## src/rtl/matmul_row_scheduler.sv

```systemverilog
// matmul_row_scheduler
//
// Walks the 3x3 matrix multiply controller through its result rows one at a
// time. For each row it raises ctrl_start with the row index on
// ctrl_which_row. It waits for the controller to drop ctrl_done as an
// acknowledge, and then waits for ctrl_done to rise again as row-complete.
// After each row, ctrl_start is released for a fixed number of cycles so the
// controller sees a clean start edge for the next row.
//
// Ports:
//   clk             system clock, rising edge
//   reset           asynchronous, active-high reset
//   go              start a full multiply (accepted only when idle)
//   abort           cancel the running operation (ignored when idle)
//   num_rows        rows to compute from row 0, clamped to MAX_ROWS, latched on go
//   ctrl_done       row-complete level from the controller
//   ctrl_start      start level to the controller
//   ctrl_which_row  row index to the controller, stable while ctrl_start is high
//   busy            high whenever an operation is in progress
//   all_done        one-cycle pulse after the last row has completed
//   rows_completed  rows finished in the current or last operation
//   cycle_count     busy cycles in the current or last operation (saturating)
//   timeout_err     sticky: the controller failed to respond in time
//   aborted         sticky: the last operation was aborted
module matmul_row_scheduler #(
    parameter int MAX_ROWS       = 3,
    parameter int RELEASE_CYCLES = 2,
    parameter int TIMEOUT_CYCLES = 255,
    parameter int CNT_W          = 16
) (
    input  logic             clk,
    input  logic             reset,
    input  logic             go,
    input  logic             abort,
    input  logic [3:0]       num_rows,
    input  logic             ctrl_done,
    output logic             ctrl_start,
    output logic [3:0]       ctrl_which_row,
    output logic             busy,
    output logic             all_done,
    output logic [3:0]       rows_completed,
    output logic [CNT_W-1:0] cycle_count,
    output logic             timeout_err,
    output logic             aborted
);

    localparam int SEQ_MAX = (TIMEOUT_CYCLES > RELEASE_CYCLES) ? TIMEOUT_CYCLES : RELEASE_CYCLES;
    localparam int SEQ_W   = $clog2(SEQ_MAX + 1);
    localparam logic [SEQ_W-1:0] TIMEOUT_LAST = SEQ_W'(TIMEOUT_CYCLES - 1);
    localparam logic [SEQ_W-1:0] RELEASE_LAST = SEQ_W'(RELEASE_CYCLES - 1);
    localparam logic [3:0]       MAX_ROWS_L   = 4'(MAX_ROWS);

    typedef enum logic [2:0] {
        S_IDLE,
        S_LAUNCH,
        S_RUN,
        S_RELEASE,
        S_FINISH,
        S_DRAIN
    } state_t;

    state_t           state;
    state_t           state_next;
    logic [SEQ_W-1:0] seq_cnt;
    logic [3:0]       row_limit;
    logic [3:0]       cur_row;
    logic [3:0]       limit_next;
    logic             go_accept;
    logic             row_done;
    logic             row_advance;
    logic             timeout_hit;
    logic             abort_hit;
    logic             timed_out;
    logic             last_row;

    assign ctrl_which_row = cur_row;

    // State register.
    always_ff @(posedge clk or posedge reset) begin
        if (reset) begin
            state <= S_IDLE;
        end else begin
            state <= state_next;
        end
    end

    // Next-state logic and the single-cycle event strobes that drive the
    // status registers.
    // The abort and timeout checks come before the normal ctrl_done
    // transitions. A row that finishes in the same cycle as an abort or a
    // timeout is therefore not counted.
    // seq_cnt is shared between the wait timeout and the release/drain hold,
    // because only one of them is active in any state.
    always_comb begin
        state_next  = state;
        go_accept   = 1'b0;
        row_done    = 1'b0;
        row_advance = 1'b0;
        timeout_hit = 1'b0;
        abort_hit   = 1'b0;
        limit_next  = (num_rows > MAX_ROWS_L) ? MAX_ROWS_L : num_rows;
        timed_out   = (seq_cnt == TIMEOUT_LAST);
        last_row    = (cur_row == (row_limit - 4'd1));

        case (state)
            S_IDLE: begin
                if (go) begin
                    go_accept  = 1'b1;
                    state_next = (limit_next == 4'd0) ? S_FINISH : S_LAUNCH;
                end
            end
            S_LAUNCH: begin
                if (abort) begin
                    abort_hit  = 1'b1;
                    state_next = S_DRAIN;
                end else if (timed_out) begin
                    timeout_hit = 1'b1;
                    state_next  = S_DRAIN;
                end else if (!ctrl_done) begin
                    state_next = S_RUN;
                end
            end
            S_RUN: begin
                if (abort) begin
                    abort_hit  = 1'b1;
                    state_next = S_DRAIN;
                end else if (timed_out) begin
                    timeout_hit = 1'b1;
                    state_next  = S_DRAIN;
                end else if (ctrl_done) begin
                    row_done   = 1'b1;
                    state_next = S_RELEASE;
                end
            end
            S_RELEASE: begin
                if (abort) begin
                    abort_hit  = 1'b1;
                    state_next = S_DRAIN;
                end else if (seq_cnt == RELEASE_LAST) begin
                    if (last_row) begin
                        state_next = S_FINISH;
                    end else begin
                        row_advance = 1'b1;
                        state_next  = S_LAUNCH;
                    end
                end
            end
            S_FINISH: begin
                state_next = S_IDLE;
            end
            S_DRAIN: begin
                if (seq_cnt == RELEASE_LAST) begin
                    state_next = S_IDLE;
                end
            end
            default: begin
                state_next = S_IDLE;
            end
        endcase
    end

    // Per-state cycle counter. It restarts on every state change, so in
    // LAUNCH and RUN it measures the wait time. In RELEASE and DRAIN it
    // measures the ctrl_start low time.
    always_ff @(posedge clk or posedge reset) begin
        if (reset) begin
            seq_cnt <= '0;
        end else if (state_next != state) begin
            seq_cnt <= '0;
        end else if (state inside {S_LAUNCH, S_RUN, S_RELEASE, S_DRAIN}) begin
            seq_cnt <= seq_cnt + 1'b1;
        end
    end

    // ctrl_start and busy are decoded from the next state. This keeps them
    // registered while still making them track the state they belong to
    // with no extra cycle of lag.
    // all_done is registered from FINISH. It therefore pulses on the cycle
    // the block returns to IDLE.
    always_ff @(posedge clk or posedge reset) begin
        if (reset) begin
            ctrl_start <= 1'b0;
            busy       <= 1'b0;
            all_done   <= 1'b0;
        end else begin
            ctrl_start <= (state_next == S_LAUNCH) || (state_next == S_RUN);
            busy       <= (state_next != S_IDLE);
            all_done   <= (state == S_FINISH);
        end
    end

    // Operation bookkeeping. An accepted go wipes the results of the
    // previous operation. At any other time the counters and sticky flags
    // only move on their event strobes.
    // cur_row is updated only on go or on leaving RELEASE. Both happen while
    // ctrl_start is low, so the row index never changes under a start.
    always_ff @(posedge clk or posedge reset) begin
        if (reset) begin
            row_limit      <= '0;
            cur_row        <= '0;
            rows_completed <= '0;
            cycle_count    <= '0;
            timeout_err    <= 1'b0;
            aborted        <= 1'b0;
        end else if (go_accept) begin
            row_limit      <= limit_next;
            cur_row        <= '0;
            rows_completed <= '0;
            cycle_count    <= '0;
            timeout_err    <= 1'b0;
            aborted        <= 1'b0;
        end else begin
            if (busy && (cycle_count != {CNT_W{1'b1}})) begin
                cycle_count <= cycle_count + 1'b1;
            end
            if (row_done) begin
                rows_completed <= rows_completed + 4'd1;
            end
            if (row_advance) begin
                cur_row <= cur_row + 4'd1;
            end
            if (timeout_hit) begin
                timeout_err <= 1'b1;
            end
            if (abort_hit) begin
                aborted <= 1'b1;
            end
        end
    end

endmodule
```

## config.mk

```make
export PLATFORM = sky130hd
export DESIGN_NAME = matmul_row_scheduler
export DESIGN_NICKNAME = d
export VERILOG_FILES = /design/src/rtl/matmul_row_scheduler.sv
export SDC_FILE = /design/constraint.sdc
export NUM_CORES = 1
export LEC_CHECK = 0
export ABC_AREA = 1
export CELL_PAD_IN_SITES_DETAIL_PLACEMENT = 0
export CELL_PAD_IN_SITES_GLOBAL_PLACEMENT = 1
export CORE_ASPECT_RATIO = 0.6
export CORE_MARGIN = 2
export CORE_UTILIZATION = 43
export CTS_CLUSTER_SIZE = 24
export DETAILED_ROUTE_END_ITERATION = 7
export GPL_TIMING_DRIVEN = 0
export PLACE_DENSITY_LB_ADDON = 0.1
export REMOVE_ABC_BUFFERS = 1
export SYNTH_ARGS = -nofsm -noshare
export SYNTH_HDL_FRONTEND = slang
export SYNTH_SLANG_ARGS = --single-unit
```

## constraint.sdc

```tcl
create_clock -name clk -period 4.1 [get_ports clk]
set_input_delay 1.025 -clock clk [delete_from_list [all_inputs] [get_ports clk]]
set_output_delay 1.025 -clock clk [all_outputs]
set_load 0.01 [all_outputs]
```

==> impl_results.md <==
* Status: finished, final reports clean
* Multi-input gate area at approximately 0.0013 mm^2
* Mean Syn Cell Area at 8.02 um^2
* Max_cap viols at 0
* RSZ-0062 raised after global routing: no
* Switch share at 0.444
* Slew Limit Fails at 0
* Hold Path End: timeout_err$_DFFE_PP0P_
* YS warnings at 0
* Global placer's final weighted congestion at roughly 0.84
* Die W at approximately 100 um
* Die Ht at approximately 63 um
* Post-CTS Hold Buffers at 0
* Minimum clock period at ~2.8 ns
* Synth top area share at 0.436
* Met2 Use GR at 0.241
* Port bufs at 37
* Post-route worst setup slack at between 1 and 1.5 ns
* Clk slew on worst S/H paths at ~0.08 ns
* Worst Clk Skew at 0.00491 ns
* P_leak at approximately 1.4 nW
* Critical Path RT at roughly 4.3 ns
* FFs w/ async S/R, synth at 1.00
* DR iter-0 viols at around 120
* Number of global-route vias before repair at 1959
* Antenna violations before repair at 0
* Setup_tns at 0 ns
* Hold WS at 0.505 ns
* Power per cell area at 537 mW/mm^2
* Leading area contributor after synthesis: dfrtp_1
* Period utilisation layout at 0.694
* DR vias/cell at roughly 4.9
* Core area at approximately 0.0056 mm^2
* Startpoint Class: input pin
* Hold depth at 2
* # diodes at 0
* Placed Area at approximately 0.0030 mm^2
* Data arrival, critical path at 3.02 ns
* Crit path capture type: register
* CTS tree: built
* Synthesized cell area at around 0.0025 mm^2
* Std-Cell Rows at 21
* Setup slack, reg-to-reg at between 1.5 and 2 ns
* Ys flop type: dfrtp_1
* R2R Path Start: state[2]$_DFF_PP0_
* Final setup violation count at 0
* Sequential share of power at 0.365
* Post-CTS sizing at 0
* Post-route ant nets at 0
* HPWL after detailed placement at about 4500 um
* Rel. slew slack at 0.662
* Sequential area share after synthesis at 0.436
* Max Clock Freq at 352 MHz
* Critical path peak fanout at 24
* Most frequent cell after synthesis: nand2_1
* Total Routing Usage GR at 0.196
* Final WL at 5900 um
* Place WS at about 0.96 ns
* Register cell area after layout at ~0.0011 mm^2
* M3 GR Usage at 0.0422
* NetSw at about 0.74 mW
* Inserted Clock Buffers at 5
* Int Pwr at 0.919 mW
* Layout overhead on the synthesized area at 22.0%
* Setup CP Type: in -> reg
* Busiest grt layer: met1
* Largest net degree at the start of global routing at 25
* Die footprint at approximately 0.0065 mm^2
* Reg2reg path depth at 10
* Initial core utilization at 0.449
* Finished Cell Area at between 0.003 and 0.004 mm^2
* Fin cells at ~440
* Post-CTS setup buffer count at 0
* Post-synth top cells: nand2_1, dfrtp_1, inv_1, nor2_1, nand3_1
* Least-Margin Pin Slew at 0.506 ns
* CTS Buffer Depth at 2
* HP Class: reg -> reg
* Finished Core Util at 0.548
* Post-synth EDFFs at 0
* Reg2reg end: seq_cnt[2]$_DFFE_PP0P_
* Hold Fails Final Rpt at 0
* Share of layout cells above drive strength 1 at 0.110
* IO Count at 38
* Avg WL per Cell at 13.5 um
* Synth top area cells: dfrtp_1, nand2_1, nand3_1, xor2_1, inv_1
* Post-layout total power at between 1.5 and 2 mW
* DRC Markers at 0
* Root buffer cell: clkbuf_8
* Placed insts at about 430
* Worst-skew pair later-pin latency at just under 0.3 ns
* Level count of the clock H-tree at 2
* Synth cell types at 29
* Clock power share at 0.160
* Layout Nets at roughly 370
* Via count at around 2200
* Global-route wire length before repair at between 9000 and 10000 um
* Synth Register Bits at 44
* Clock Sinks at 44
* HP Start: timeout_err$_DFFE_PP0P_
* Gate power share at 0.474
* Pre-antenna DRT Iters at 4
* Filler Cell Count at between 500 and 600
* Met1 Use GR at 0.342
* Maximum VDD drop at between 0.2 and 0.25 mV
* Grt ovf at 0
* Mapped Cells at between 300 and 400
-- power groups by stage --
stage / Clock (mW) / Combinational (mW) / Sequential [mW]
floorplan: 0 / 0.517 / 0.618
global placement: 0 / 0.774 / 0.613
detailed placement: 0 / 0.782 / 0.612
CTS: 0.273 / 0.789 / 0.604
global route: 0.294 / 0.892 / 0.618
finish: 0.265 / 0.784 / 0.605
-- how the worst max path moves through the flow --
stage	start	end
global placement	go	seq_cnt[2]$_DFFE_PP0P_
CTS	go	seq_cnt[2]$_DFFE_PP0P_
finish	go	seq_cnt[2]$_DFFE_PP0P_
global route	go	seq_cnt[2]$_DFFE_PP0P_
floorplan	go	seq_cnt[1]$_DFFE_PP0P_
detailed placement	go	seq_cnt[2]$_DFFE_PP0P_
-- placed cells by master (no fill, tap or decap), types with 2 or more instances in the layout --
master           instances
a21oi_1                 12
a31oi_1                  4
clkbuf_8                 5
clkdlybuf4s50_1         37
dfrtp_1                 44
ha_1                     7
inv_1                   31
inv_2                    5
nand2_1                 61
nand2_2                  7
nand3_1                 29
nand3b_1                 2
nand4_1                  6
nor2_1                  32
nor2_2                   7
nor3_1                  12
nor3_2                   9
nor4_1                   3
o21ai_0                 14
o21bai_1                 2
o31ai_1                  2
xnor2_1                  2
xor2_1                  14
-- registers in the layout, indices dropped and copies added (netlist names) --
register and flops:
cycle_count 16, seq_cnt 8, ctrl_which_row 4, row_limit 4, rows_completed 4, state 3
aborted 1, all_done 1, busy 1, ctrl_start 1, timeout_err 1
-- layout make-up --
cell class,instances,area share
clock inverters,2,0.00406
repair buffers,38,0.127
multi-input cells,231,0.413
inverters,36,0.0438
flip-flops and latches,44,0.357
well taps,80,0.0325
clock buffers,5,0.0223
-- worst max-delay path: stages --
cell and delay [ns]:
clkdlybuf4s50_1 0.46, inv_1 0.04, nor2_1 0.20, nand2_4 0.23, inv_2 0.30, nand3b_1 0.13
nand2_1 0.09, nor2_2 0.05, nand2_1 0.12, nand2_1 0.08, nand2_2 0.22, nor3_2 0.06
-- per-layer routing --
| layer | part of all wire | up-vias |
|---|---|---|
| met5 | 0 | - |
| met4 | 0.0029 | 0 |
| met3 | 0.064 | 2 |
| met2 | 0.36 | 64 |
| met1 | 0.57 | 972 |
| li1 | - | 1115 |
-- cell families (layout without fill, tap and decap cells) --
family,Yosys count,in the layout,synth area share
AND/OR/NAND/NOR,171,171,0.332
flip-flops,44,44,0.436
buffers and inverters,40,81,0.0599
AO/OA/AOI/OAI,37,37,0.0817
XOR/XNOR,16,16,0.0555
adder cells (fa/ha/maj),7,7,0.0347
(Power assumes the default switching activity.)
